**src/rtl/tdm_pkg.sv**
```systemverilog
// Shared types and default sizing for the TDM receive demultiplexer.
// Imported by the interface, the top and its helpers.
package tdm_pkg;

  typedef enum logic {
    TDM_IDLE,
    TDM_RECEIVING
  } tdm_state_t;

  localparam int TDM_N_CHANNELS = 4;
  localparam int TDM_WIDTH      = 8;

endpackage

```
**src/rtl/tdm_demux_if.sv**
```systemverilog
// Serial input and demultiplexed output bundle of tdm_demux.
// master = bit source/consumer side, slave = the demux itself.
interface tdm_demux_if
  import tdm_pkg::*;
#(
  parameter int N_CHANNELS = TDM_N_CHANNELS,
  parameter int WIDTH      = TDM_WIDTH
) ();

  localparam int CHW = $clog2(N_CHANNELS);

  logic                         in_bit;
  logic                         in_valid;
  logic                         frame_start;
  logic [WIDTH-1:0]             word_data;
  logic [CHW-1:0]               word_channel;
  logic                         word_valid;
  logic                         frame_done;
  logic                         sync_error;
  logic [N_CHANNELS*WIDTH-1:0]  ch_data;

  modport master (
    output in_bit,
    output in_valid,
    output frame_start,
    input  word_data,
    input  word_channel,
    input  word_valid,
    input  frame_done,
    input  sync_error,
    input  ch_data
  );

  modport slave (
    input  in_bit,
    input  in_valid,
    input  frame_start,
    output word_data,
    output word_channel,
    output word_valid,
    output frame_done,
    output sync_error,
    output ch_data
  );

endinterface

```
**src/rtl/shift_in_register.sv**
```systemverilog
// MSB-first serial-in shift register with enable and sync clear.
// o_next is the value the register takes on this edge when enabled.
module shift_in_register #(
  parameter int WIDTH = 8
) (
  input  logic             clk,
  input  logic             rst,
  input  logic             i_en,
  input  logic             i_clr,
  input  logic             i_bit,
  output logic [WIDTH-1:0] o_next
);

  logic [WIDTH-1:0] r_data;
  logic [WIDTH-1:0] w_base;

  // Clear acts before the shift so a restart loads the bit fresh
  always_comb begin
    w_base = i_clr ? '0 : r_data;
    o_next = {w_base[WIDTH-2:0], i_bit};
  end

  // Shift on enable, otherwise honour a lone clear
  always_ff @(posedge clk or posedge rst) begin
    if (rst)        r_data <= '0;
    else if (i_en)  r_data <= o_next;
    else if (i_clr) r_data <= '0;
  end

endmodule

```
**src/rtl/tdm_demux.sv**
```systemverilog
// TDM serial-to-parallel demultiplexer: frame FSM, counters,
// registered word strobes and the per-channel register bank.
module tdm_demux
  import tdm_pkg::*;
#(
  parameter int N_CHANNELS = TDM_N_CHANNELS,
  parameter int WIDTH      = TDM_WIDTH
) (
  input  logic        clk,
  input  logic        rst,
  tdm_demux_if.slave  bus
);

  localparam int CHW = $clog2(N_CHANNELS);
  localparam int CW  = $clog2(WIDTH + 1);
  localparam logic [CW-1:0]  LAST_BIT = CW'(WIDTH - 1);
  localparam logic [CHW-1:0] LAST_CH  = CHW'(N_CHANNELS - 1);

  tdm_state_t r_state, w_state_n;
  logic [CW-1:0]  r_bit_cnt, w_bit_cnt_n;
  logic [CHW-1:0] r_ch, w_ch_n;

  logic w_shift_en;
  logic w_shift_clr;
  logic w_word_done;
  logic w_frame_done;
  logic w_sync_err;
  logic [WIDTH-1:0] w_word;

  logic [WIDTH-1:0] r_word_data;
  logic [CHW-1:0]   r_word_channel;
  logic             r_word_valid;
  logic             r_frame_done;
  logic             r_sync_error;
  logic [N_CHANNELS-1:0][WIDTH-1:0] r_bank;

  shift_in_register #(.WIDTH(WIDTH)) u_sreg (
    .clk    (clk),
    .rst    (rst),
    .i_en   (w_shift_en),
    .i_clr  (w_shift_clr),
    .i_bit  (bus.in_bit),
    .o_next (w_word)
  );

  // Frame sequencing: next state, counters and word/frame events
  always_comb begin
    w_state_n    = r_state;
    w_bit_cnt_n  = r_bit_cnt;
    w_ch_n       = r_ch;
    w_shift_en   = 1'b0;
    w_shift_clr  = 1'b0;
    w_word_done  = 1'b0;
    w_frame_done = 1'b0;
    w_sync_err   = 1'b0;
    unique case (r_state)
      TDM_IDLE: begin
        if (bus.in_valid && bus.frame_start) begin
          w_shift_en  = 1'b1;
          w_shift_clr = 1'b1;
          w_bit_cnt_n = CW'(1);
          w_ch_n      = '0;
          w_state_n   = TDM_RECEIVING;
        end
      end
      TDM_RECEIVING: begin
        if (bus.in_valid && bus.frame_start) begin
          w_sync_err  = 1'b1;
          w_shift_en  = 1'b1;
          w_shift_clr = 1'b1;
          w_bit_cnt_n = CW'(1);
          w_ch_n      = '0;
        end else if (bus.in_valid) begin
          w_shift_en = 1'b1;
          if (r_bit_cnt == LAST_BIT) begin
            w_word_done = 1'b1;
            w_bit_cnt_n = '0;
            if (r_ch == LAST_CH) begin
              w_frame_done = 1'b1;
              w_ch_n       = '0;
              w_state_n    = TDM_IDLE;
            end else begin
              w_ch_n = r_ch + CHW'(1);
            end
          end else begin
            w_bit_cnt_n = r_bit_cnt + CW'(1);
          end
        end
      end
      default: w_state_n = TDM_IDLE;
    endcase
  end

  // FSM state and position counters
  always_ff @(posedge clk or posedge rst) begin
    if (rst) begin
      r_state   <= TDM_IDLE;
      r_bit_cnt <= '0;
      r_ch      <= '0;
    end else begin
      r_state   <= w_state_n;
      r_bit_cnt <= w_bit_cnt_n;
      r_ch      <= w_ch_n;
    end
  end

  // Registered strobes, latest word and the channel bank
  always_ff @(posedge clk or posedge rst) begin
    if (rst) begin
      r_word_data    <= '0;
      r_word_channel <= '0;
      r_word_valid   <= 1'b0;
      r_frame_done   <= 1'b0;
      r_sync_error   <= 1'b0;
      r_bank         <= '0;
    end else begin
      r_word_valid <= w_word_done;
      r_frame_done <= w_frame_done;
      r_sync_error <= w_sync_err;
      if (w_word_done) begin
        r_word_data    <= w_word;
        r_word_channel <= r_ch;
        r_bank[r_ch]   <= w_word;
      end
    end
  end

  assign bus.word_data    = r_word_data;
  assign bus.word_channel = r_word_channel;
  assign bus.word_valid   = r_word_valid;
  assign bus.frame_done   = r_frame_done;
  assign bus.sync_error   = r_sync_error;
  assign bus.ch_data      = r_bank;

endmodule

```
**src/flat_wrapper.sv**
```systemverilog
// flat-port wrapper written by rule: the top's interface ports become plain ports
module tdm_demux_flat import tdm_pkg::*;
#(
  parameter int N_CHANNELS = TDM_N_CHANNELS,
  parameter int WIDTH      = TDM_WIDTH
)
  (clk, rst, bus_in_bit, bus_in_valid, bus_frame_start, bus_word_data, bus_word_channel, bus_word_valid, bus_frame_done, bus_sync_error, bus_ch_data);
  tdm_demux_if #(.N_CHANNELS(N_CHANNELS), .WIDTH(WIDTH)) bus_i ();
  input  logic clk;
  input  logic rst;
  input wire logic [$bits(bus_i.in_bit)-1:0] bus_in_bit;
  input wire logic [$bits(bus_i.in_valid)-1:0] bus_in_valid;
  input wire logic [$bits(bus_i.frame_start)-1:0] bus_frame_start;
  output wire logic [$bits(bus_i.word_data)-1:0] bus_word_data;
  output wire logic [$bits(bus_i.word_channel)-1:0] bus_word_channel;
  output wire logic [$bits(bus_i.word_valid)-1:0] bus_word_valid;
  output wire logic [$bits(bus_i.frame_done)-1:0] bus_frame_done;
  output wire logic [$bits(bus_i.sync_error)-1:0] bus_sync_error;
  output wire logic [$bits(bus_i.ch_data)-1:0] bus_ch_data;
  assign bus_i.in_bit = bus_in_bit;
  assign bus_i.in_valid = bus_in_valid;
  assign bus_i.frame_start = bus_frame_start;
  assign bus_word_data = bus_i.word_data;
  assign bus_word_channel = bus_i.word_channel;
  assign bus_word_valid = bus_i.word_valid;
  assign bus_frame_done = bus_i.frame_done;
  assign bus_sync_error = bus_i.sync_error;
  assign bus_ch_data = bus_i.ch_data;
  tdm_demux #(.N_CHANNELS(N_CHANNELS), .WIDTH(WIDTH)) u_core (.clk(clk), .rst(rst), .bus(bus_i));
endmodule
```
**config.mk**
```make
export PLATFORM = sky130hd
export DESIGN_NAME = tdm_demux_flat
export DESIGN_NICKNAME = d
export VERILOG_FILES = /design/src/rtl/tdm_pkg.sv /design/src/rtl/tdm_demux_if.sv /design/src/rtl/shift_in_register.sv /design/src/rtl/tdm_demux.sv /design/src/flat_wrapper.sv
export SDC_FILE = /design/constraint.sdc
export NUM_CORES = 1
export LEC_CHECK = 0
export BUFFER_PORTS_ARGS = -buffer_cell sky130_fd_sc_hd__clkbuf_2
export CORE_UTILIZATION = 55
export CTS_CLUSTER_SIZE = 14
export DETAILED_ROUTE_END_ITERATION = 16
export PLACE_DENSITY = 0.78
export SLEW_MARGIN = 20
export SYNTH_ARGS = -nofsm -noshare
export SYNTH_HDL_FRONTEND = slang
export SYNTH_SLANG_ARGS = --single-unit
```
**constraint.sdc**
```tcl
create_clock -name clk -period 4.4 [get_ports clk]
set_input_delay 0.22 -clock clk [delete_from_list [all_inputs] [get_ports clk]]
set_output_delay 0.22 -clock clk [all_outputs]
set_load 0.01 [all_outputs]
```
==> results.json, run 1 <==
{
  "synth_flop_cell": "dfrtp_1",
  "grt_pass1_vias": 1582,
  "skew_ns": 0.00549,
  "fp.dieW_um": 68.9,
  "netlist_area_um2": 2460,
  "drc": 0,
  "ant_nets": 0,
  "synth.avg_cell_area_um2": 14.8,
  "grt_pass1_wl_um": 7560,
  "diodes": 0,
  "pwr-share-comb": 0.101,
  "power_mw": 1.15,
  "endpoint_kind": "flop",
  "grt_start_max_net_pins": 60,
  "cts_sinks": 59,
  "irDropWorstVdd_mv": 0.300,
  "syn_inst": 166,
  "cts_tree": "built",
  "endpoint": "u_core.bus.ch_data[18]",
  "clk_pin_slew_ns": 0.06,
  "rsz0062_at_grt": "no",
  "hold_class": "input port to async pin",
  "antenna_found_initial": 0,
  "cts_setup_buffers": 0,
  "slew_violations": 0,
  "yosysTopAreaCell": "dfrtp_1",
  "worst_path_max_delay_cell": "and3b_1",
  "setup_violations": 0,
  "required_ns": 4.61,
  "ys_seq_area_frac": 0.601,
  "wl_per_cell_um": 17.3,
  "clk_latency_ns": 0.33,
  "initialDrtViolationCount": 91,
  "rows": 23,
  "finalWirelength_um": 4790,
  "io_buffer_count": 49,
  "gp_congestion": 0.814,
  "design.core.area_um2": 4140,
  "cts_hold_buffers": 0,
  "area_growth_pct": 18.2,
  "worstSetupStartpoint": "u_core.r_state",
  "setup_tns_ns": 0,
  "cp.depth": 3,
  "io_pins": 50,
  "p_int_mw": 0.861,
  "powerDensity_nw_per_um2": 394,
  "crit_buf_inv": 0,
  "p_sw_frac": 0.249,
  "r2r_cells": 3,
  "synth_commonest_cells": "59 x dfrtp_1, 41 x mux2_2, 8 x a22o_1, 6 x and2_1, 6 x nand2_1",
  "ctsLongestPathBuffers": 2,
  "cp_top_family": "simple AND/OR/NAND/NOR gates",
  "synthArstFlopShare": 1.00,
  "hold_ws_ns": 0.0894,
  "slew_headroom": 0.525,
  "dieArea_um2": 4740,
  "dieHeight_um": 68.9,
  "synth_area_leaders": "dfrtp_1 60%, mux2_2 19%, a22o_1 2.8%, nand3_4 2.8%, ha_1 2.5%",
  "syn-num-nets": 176,
  "p_seq_frac": 0.524,
  "cp-start-kind": "flop",
  "vias": 1569,
  "n_fill_cell": 295,
  "p_leak_nw": 1.54,
  "status": "complete, no violations",
  "htree_num_levels": 3,
  "hold_viol": 0,
  "cts_root_buf": "clkbuf_8",
  "final_nets": 231,
  "fmax_mhz": 535,
  "drt_first_pass_iters": 5,
  "reg2reg_setup_slack_ns": 2.53,
  "start_util": 0.593,
  "cts_buffers": 9,
  "crit_path_max_fanout": 11,
  "synth_seq_cells": 59,
  "grt_util_all_layers": 0.233,
  "finalCritPeriodShare": 0.425,
  "vias_per_cell": 5.68,
  "worst_slew_pin_slew_ns": 0.713,
  "synth_edf_count": 0,
  "p_sw_mw": 0.285,
  "r2r_start": "u_core.r_state",
  "regToRegEndpoint": "u_core.bus.ch_data[18]",
  "worstPathArrival_ns": 2.08,
  "maxCapViolCount": 0,
  "post_cts_resized": 0,
  "crit_chain": "and3b_1 > nand3_4 > mux2_1",
  "ys_warn_count": 0,
  "pwr-share-clk": 0.375,
  "cpPeakStageDelay_ns": 0.61,
  "min_period_ns": 1.87,
  "synth_top_area_frac": 0.601,
  "grt-ovfl-total": 0,
  "hpwl_um": 3170,
  "drive_above_1_share": 0.491,
  "yosysUniqueCellTypes": 30,
  "yosysMostFrequentCell": "dfrtp_1",
  "path_class": "flop to flop"
}
## worst min-delay path by stage
stage	startpoint	endpoint	slack, ns
2_1_floorplan	bus_in_bit	u_core.bus.ch_data[0]	0.37
3_3_place_gp	rst	u_core.bus.ch_data[25]	0.42
3_5_place_dp	rst	u_core.bus.ch_data[17]	0.46
4_1_cts	rst	u_core.bus.ch_data[28]	0.10
5_1_grt	rst	u_core.bus.word_data[1]	0.14
6_report	rst	u_core.bus.word_data[1]	0.09
## cells by family (layout without fill, tap and decap cells)
group                      Yosys count  in the layout  share of synthesized area
muxes                               43             43                      0.197
and+or+nand+nor                     30             30                      0.100
AOI/OAI and AO/OA                   18             18                     0.0529
buffers and inverters               11             71                     0.0239
DFF                                 59             59                      0.601
adders and majority gates            5              5                     0.0254
## per-layer routing
| metal | GRT usage | wire length [um] | up-vias |
|---|---|---|---|
| met4 | 0.130 | 105 | 0 |
| met3 | 0.0773 | 179 | 10 |
| met1 | 0.296 | 2120 | 809 |
| li1 | - | - | 707 |
| met2 | 0.351 | 2390 | 43 |
| met5 | 0 | 0 | - |
## through the flow
step | instance area [um2] | utilization | instances | setup WS, ns
2_1_floorplan | 2460 | - | 166 | 2.72
6_report | 2910 | 0.701 | 276 | 2.53
3_5_place_dp | 2730 | 0.660 | 260 | 2.52
3_3_place_gp | 2730 | 0.660 | 260 | 2.62
4_1_cts | 2910 | 0.701 | 276 | 2.52
5_1_grt | 2910 | 0.701 | 276 | 2.40
## layout make-up
type	instances	area [um2]	share of cell area
clock inverters	2	10.0	0.00344
repair buffers	50	253	0.0870
inverters	5	18.8	0.00646
clock buffers	14	163	0.0560
flip-flops and latches	59	1480	0.508
multi-input cells	96	923	0.318
well taps	50	62.6	0.0215
## placed cells by master, fill, tap and decap left out
cell | Yosys | routed
nor3b_1 | 1 | 1
nor2_1 | 1 | 1
o21ai_1 | 1 | 1
a21oi_1 | 2 | 2
clkinv_2 | 0 | 2
nand3b_2 | 1 | 1
mux2_1 | 2 | 2
a22o_1 | 8 | 8
clkbuf_8 | 0 | 11
inv_2 | 0 | 1
o21a_1 | 1 | 1
o21ai_0 | 3 | 3
or3_1 | 1 | 1
and3_1 | 1 | 1
nand3_1 | 2 | 2
dfrtp_1 | 59 | 59
ha_1 | 5 | 5
and4_1 | 1 | 1
inv_1 | 5 | 4
and2_1 | 6 | 6
nor4b_1 | 1 | 1
mux2_2 | 41 | 41
o22ai_1 | 2 | 2
a32o_1 | 1 | 1
nor3_4 | 1 | 1
nand2_1 | 6 | 6
clkbuf_2 | 0 | 49
clkbuf_1 | 1 | 3
and4b_1 | 2 | 2
nand3_4 | 4 | 4
buf_4 | 2 | 1
and3b_1 | 2 | 2
## flip-flops by register name (all words and copies together) (netlist names)
signal and flops:
u_core.bus.sync_error 1, u_core.r_bit_cnt 4, u_core.r_state 1, u_core.u_sreg.r_data 7
u_core.bus.word_valid 1, u_core.bus.word_channel 2, u_core.r_ch 2, u_core.bus.word_data 8
u_core.bus.frame_done 1, u_core.bus.ch_data 32
## worst min-delay path: cells and delay by family
kind | cells | cell delay (ns)
buf+inv | 3 | 0.70
## power by group through the flow
stage	clock, mW	sequential (mW)	combinational [mW]
6_report	0.430	0.601	0.115
5_1_grt	0.470	0.605	0.128
3_5_place_dp	0	0.610	0.116
2_1_floorplan	0	0.615	0.0700
3_3_place_gp	0	0.608	0.112
4_1_cts	0.439	0.601	0.117
(Power assumes the default switching activity.)
==> run 2, diff against run 1 <==
--- a/config.mk
+++ b/config.mk
@@ -6,10 +6,10 @@
 export NUM_CORES = 1
 export LEC_CHECK = 0
 export BUFFER_PORTS_ARGS = -buffer_cell sky130_fd_sc_hd__clkbuf_2
-export CORE_UTILIZATION = 55
+export CORE_UTILIZATION = 49
 export CTS_CLUSTER_SIZE = 14
 export DETAILED_ROUTE_END_ITERATION = 16
-export PLACE_DENSITY = 0.78
+export PLACE_DENSITY = 0.73
 export SLEW_MARGIN = 20
 export SYNTH_ARGS = -nofsm -noshare
 export SYNTH_HDL_FRONTEND = slang
==> constraint.sdc (replaced) <==
create_clock -name clk -period 1.6 [get_ports clk]
set_input_delay 0.08 -clock clk [delete_from_list [all_inputs] [get_ports clk]]
set_output_delay 0.08 -clock clk [all_outputs]
set_load 0.01 [all_outputs]
==> run 2 against run 1 <==
  * Cell area increased by 8.0%
  * Largest cell class unchanged
  * Die area increased by 12%
  * Clock power increased to 2.7 times the previous value
  * Largest power group unchanged
  * Maximum frequency is 17% higher
  * Combinational power rose to 3.8 times the previous value
  * Critical path depth is 3 higher
==> results.json, run 2 (synthesis gave the netlist of run 1 again) <==
{
  "final_cell_mix": "59 x dfrtp_1, 49 x clkbuf_2, 31 x mux2_2",
  "htree_num_levels": 3,
  "min_period_ns": 1.59,
  "mostFrequentLayoutCell": "dfrtp_1",
  "cts_sinks": 59,
  "hold_depth": 2,
  "fin_ws_ns": 0.00552,
  "final_nets": 248,
  "worstPathArrival_ns": 1.81,
  "hpwl_um": 3180,
  "maxCapViolCount": 0,
  "ctsLongestPathBuffers": 2,
  "dieHeight_um": 72.8,
  "grt_start_max_net_pins": 60,
  "setup_tns_ns": 0,
  "finalCritPeriodShare": 0.997,
  "cp-start-kind": "flop",
  "crit_path_max_fanout": 6,
  "cts_buffers": 9,
  "hold_viol": 0,
  "io_buffer_count": 49,
  "wl_per_cell_um": 15.7,
  "start_util": 0.514,
  "diodes": 0,
  "status": "complete, no violations",
  "vias_per_cell": 5.20,
  "cts_root_buf": "clkbuf_8",
  "postLayoutCellArea_um2": 3140,
  "slew_headroom": 0.762,
  "drt_first_pass_iters": 4,
  "n_fill_cell": 369,
  "endpoint_kind": "flop",
  "setup_violations": 0,
  "path_class": "flop to flop",
  "drc": 0,
  "grt_util_all_layers": 0.198,
  "antenna_found_initial": 0,
  "drive_above_1_share": 0.541,
  "placed_cell_area_um2": 2870,
  "required_ns": 1.81,
  "p_leak_nw": 1.67,
  "hold_class": "input port to flop",
  "fin_cells": 309,
  "rows": 25,
  "largest_reg_flops": 32,
  "r2r_cells": 6,
  "grt_pass1_wl_um": 7640,
  "placed_cells": 289,
  "initialDrtViolationCount": 115,
  "clk_latency_ns": 0.33,
  "dp_slack_ns": -0.101,
  "powerDensity_nw_per_um2": 1030,
  "grt-ovfl-total": 0,
  "finalWirelength_um": 4860,
  "slew_violations": 0,
  "fmax_mhz": 627,
  "skew_ns": 0.00858,
  "vias": 1607,
  "irDropWorstVdd_mv": 0.731,
  "rsz0062_at_grt": "yes",
  "ant_nets": 0,
  "design.core.area_um2": 4790,
  "area_growth_pct": 27.7,
  "grt_pass1_vias": 1530,
  "worst_slew_pin_slew_ns": 0.357,
  "dieArea_um2": 5300,
  "cts_tree": "built",
  "fp.dieW_um": 72.8,
  "clk_pin_slew_ns": 0.07,
  "io_pins": 50,
  "gp_congestion": 0.776
}
## run 2: worst paths after layout
check / start / end / slack [ns]
max reg2reg: u_core.r_bit_cnt[1] / u_core.bus.word_data[1] / 0.006
min in group asynchronous: rst / u_core.bus.ch_data[2] / 0.34
max in group asynchronous: rst / u_core.bus.ch_data[14] / 1.02
min: bus_in_bit / u_core.bus.word_data[0] / 0.06
max: u_core.r_bit_cnt[1] / u_core.bus.word_data[1] / 0.006
min reg2reg: u_core.bus.ch_data[10] / u_core.bus.ch_data[10] / 0.51
## run 2: critical path, cell delays in order (launching register included)
cell and delay, ns:
dfrtp_1 0.37, ha_2 0.20, buf_6 0.10, nand3b_4 0.08, nor3_4 0.21, buf_6 0.19, mux2_4 0.31
## run 2: cell type report
| class | instances | area [um2] | share of cell area |
|---|---|---|---|
| well taps | 67 | 83.8 | 0.0267 |
| inverters | 5 | 18.8 | 0.00598 |
| repair buffers | 67 | 419 | 0.134 |
| multi-input cells | 96 | 981 | 0.312 |
| clock buffers | 12 | 145 | 0.0462 |
| clock inverters | 3 | 15.0 | 0.00478 |
| flip-flops and latches | 59 | 1480 | 0.470 |
## run 2: power by group
group	switching, mW	total [mW]	internal (mW)	leakage (nW)
clock network	0.553	1.14	0.588	0.0860
logic	0.207	0.436	0.229	0.778
registers	0.0663	1.65	1.58	0.807
total	0.827	3.23	2.40	1.67
## run 2: routing by layer
metal	GRT usage	up-vias	routed length [um]
li1	-	738	-
met1	0.278	811	2260
met2	0.297	48	2300
met3	0.0428	10	203
met4	0.0915	0	91
met5	0	-	0
## run 2: stage by stage
stage	util	power (mW)	hold slack (ns)
floorplan	-	1.88	0.230
global placement	0.600	2.04	0.145
detailed placement	0.600	2.05	0.146
CTS	0.636	3.19	0.0498
global route	0.656	3.35	0.0822
finish	0.656	3.23	0.0599
## run 2: timing repair
item	4_1_cts	5_1_grt
hold buffers	1	0
pin swaps	1	3
setup endpoints to repair	39	25
resized for setup	2	16
hold endpoints to repair	59	0
buffers inserted	0	4
==> run 3, diff against run 2 <==
--- a/config.mk
+++ b/config.mk
@@ -6,10 +6,10 @@
 export NUM_CORES = 1
 export LEC_CHECK = 0
 export BUFFER_PORTS_ARGS = -buffer_cell sky130_fd_sc_hd__clkbuf_2
-export CORE_UTILIZATION = 49
+export CORE_UTILIZATION = 54
 export CTS_CLUSTER_SIZE = 14
 export DETAILED_ROUTE_END_ITERATION = 16
-export PLACE_DENSITY = 0.73
+export PLACE_DENSITY = 0.77
 export SLEW_MARGIN = 20
 export SYNTH_ARGS = -nofsm -noshare
 export SYNTH_HDL_FRONTEND = slang
==> constraint.sdc (replaced) <==
create_clock -name clk -period 1.48 [get_ports clk]
set_input_delay 0.074 -clock clk [delete_from_list [all_inputs] [get_ports clk]]
set_output_delay 0.074 -clock clk [all_outputs]
set_load 0.01 [all_outputs]
==> run 3 against run 2 <==
  * The run now ends with setup timing left
  * Utilization increased by 8.3 points
  * Critical path depth unchanged
  * Sequential power increased by 8%
  * Critical endpoint is now u_core.bus.word_data[6]
==> results.json, run 3 (synthesis gave the netlist of run 1 again) <==
{
  "fp.dieW_um": 69.5,
  "finalCritPeriodShare": 1.10,
  "clk_pin_slew_ns": 0.06,
  "cts_tree": "built",
  "hold_viol": 0,
  "dieHeight_um": 69.5,
  "crit_path_max_fanout": 5,
  "placed_cells": 275,
  "required_ns": 1.70,
  "fmax_mhz": 615,
  "power_mw": 3.79,
  "diodes": 0,
  "final_nets": 250,
  "ant_nets": 0,
  "setup_violations": 43,
  "maxCapViolCount": 0,
  "area_growth_pct": 30.8,
  "final_cell_mix": "59 x dfrtp_1, 49 x clkbuf_2, 29 x mux2_2",
  "p_leak_nw": 1.71,
  "grt-ovfl-total": 0,
  "wl_per_cell_um": 18.4,
  "clk_latency_ns": 0.34,
  "rows": 24,
  "worst_slew_pin_slew_ns": 0.384,
  "io_pins": 50,
  "largest_reg_flops": 32,
  "vias_per_cell": 5.70,
  "top_layer": "met4",
  "skew_ns": 0.00850,
  "slew_headroom": 0.744,
  "path_class": "flop to flop",
  "r2r_start": "u_core.r_bit_cnt[0]",
  "drt_first_pass_iters": 4,
  "gp_congestion": 0.850,
  "io_buffer_count": 49,
  "min_period_ns": 1.63,
  "dr_wl_met3_um": 301,
  "start_util": 0.565,
  "hp-start": "bus_frame_start",
  "vias": 1693,
  "hold_class": "input port to flop",
  "n_fill_cell": 284,
  "cts_buffers": 9,
  "fin_ws_ns": -0.147,
  "powerDensity_nw_per_um2": 1180,
  "initialDrtViolationCount": 128,
  "dieArea_um2": 4830,
  "hold_depth": 2,
  "htree_num_levels": 3,
  "design.core.area_um2": 4350,
  "fin_cells": 297,
  "grt_start_max_net_pins": 60,
  "cts_sinks": 59,
  "status": "finished with violations",
  "ctsLongestPathBuffers": 2,
  "grt_pass1_wl_um": 9050,
  "hpwl_um": 3560,
  "regToRegEndpoint": "u_core.bus.word_data[6]",
  "fin_util": 0.739,
  "reg2reg_setup_slack_ns": -0.15,
  "worstPathArrival_ns": 1.84,
  "met2_wirelength_um": 2700,
  "slew_violations": 0,
  "r2r_cells": 6,
  "violations": "setup timing",
  "grt_pass1_vias": 1722,
  "endpoint_kind": "flop",
  "drive_above_1_share": 0.559,
  "m1WireLength_um": 2310,
  "grt_util_all_layers": 0.251,
  "finalWirelength_um": 5480,
  "hold_end": "u_core.bus.frame_done",
  "hold_ws_ns": 0.0449,
  "antenna_found_initial": 0,
  "rsz0062_at_grt": "yes",
  "drc": 0,
  "irDropWorstVdd_mv": 0.961,
  "setup_tns_ns": -2.95,
  "mostFrequentLayoutCell": "dfrtp_1",
  "cp-start-kind": "flop",
  "cts_root_buf": "clkbuf_8"
}
[run 3: cell count changes in the layout (fill, tap and decap cells not counted), sizes merged]
cell / change
inv: -1
buf: +2
bufinv: +1
clkinvlp: +1
[run 3: power by group]
part | internal, mW | switching (mW)
sequential | 1.71 | 0.0716
clock | 0.867 | 0.625
combinational | 0.263 | 0.249
[run 3: how the worst max path moves through the flow]
stage,from,end,slack [ns],cells after the start
after floorplan,u_core.r_bit_cnt[1],u_core.bus.word_channel[0],-0.02,5
after global placement,u_core.r_bit_cnt[0],u_core.bus.ch_data[18],-0.16,4
after detailed placement,u_core.r_bit_cnt[0],u_core.bus.ch_data[22],-0.24,4
after CTS,u_core.r_bit_cnt[0],u_core.bus.word_data[6],-0.10,6
after global routing,u_core.r_bit_cnt[0],u_core.bus.word_data[6],-0.16,6
final,u_core.r_bit_cnt[0],u_core.bus.word_data[6],-0.15,6
[run 3: area by class of cell]
type	count	area [um2]	area share
flip-flops and latches	59	1480	0.459
inverters	5	22.5	0.00700
clock inverters	4	48.8	0.0152
clock buffers	12	155	0.0482
well taps	52	65.1	0.0202
repair buffers	69	438	0.136
multi-input cells	96	1010	0.314
[run 3: critical path, cell delays in order, from the launching register on]
cell,delay (ns)
dfrtp_1,0.40
ha_4,0.16
buf_6,0.10
nand3b_4,0.08
nor3_4,0.26
buf_6,0.20
mux2_4,0.32
[run 3: layer usage]
layer	global-route usage	vias to the layer above
li1	-	740
met1	0.324	870
met2	0.382	68
met3	0.0640	15
met4	0.152	0
met5	0	-
[run 3: timing repair]
item                                    in CTS  in global routing
resized for setup                           19                  4
endpoints found under the setup margin      45                 45
endpoints found under the hold margin       59                  0
cloned                                       1                  0
pin swaps                                    4                  1
hold buffers                                 1                  0
setup buffers                                3                  1
[run 3: per-stage QoR]
step,worst slack (ns),cell area (um2)
after global placement,-0.161,2880
after global routing,-0.163,3220
after detailed placement,-0.236,2880
after floorplan,-0.0233,2480
after CTS,-0.100,3190
final,-0.147,3220
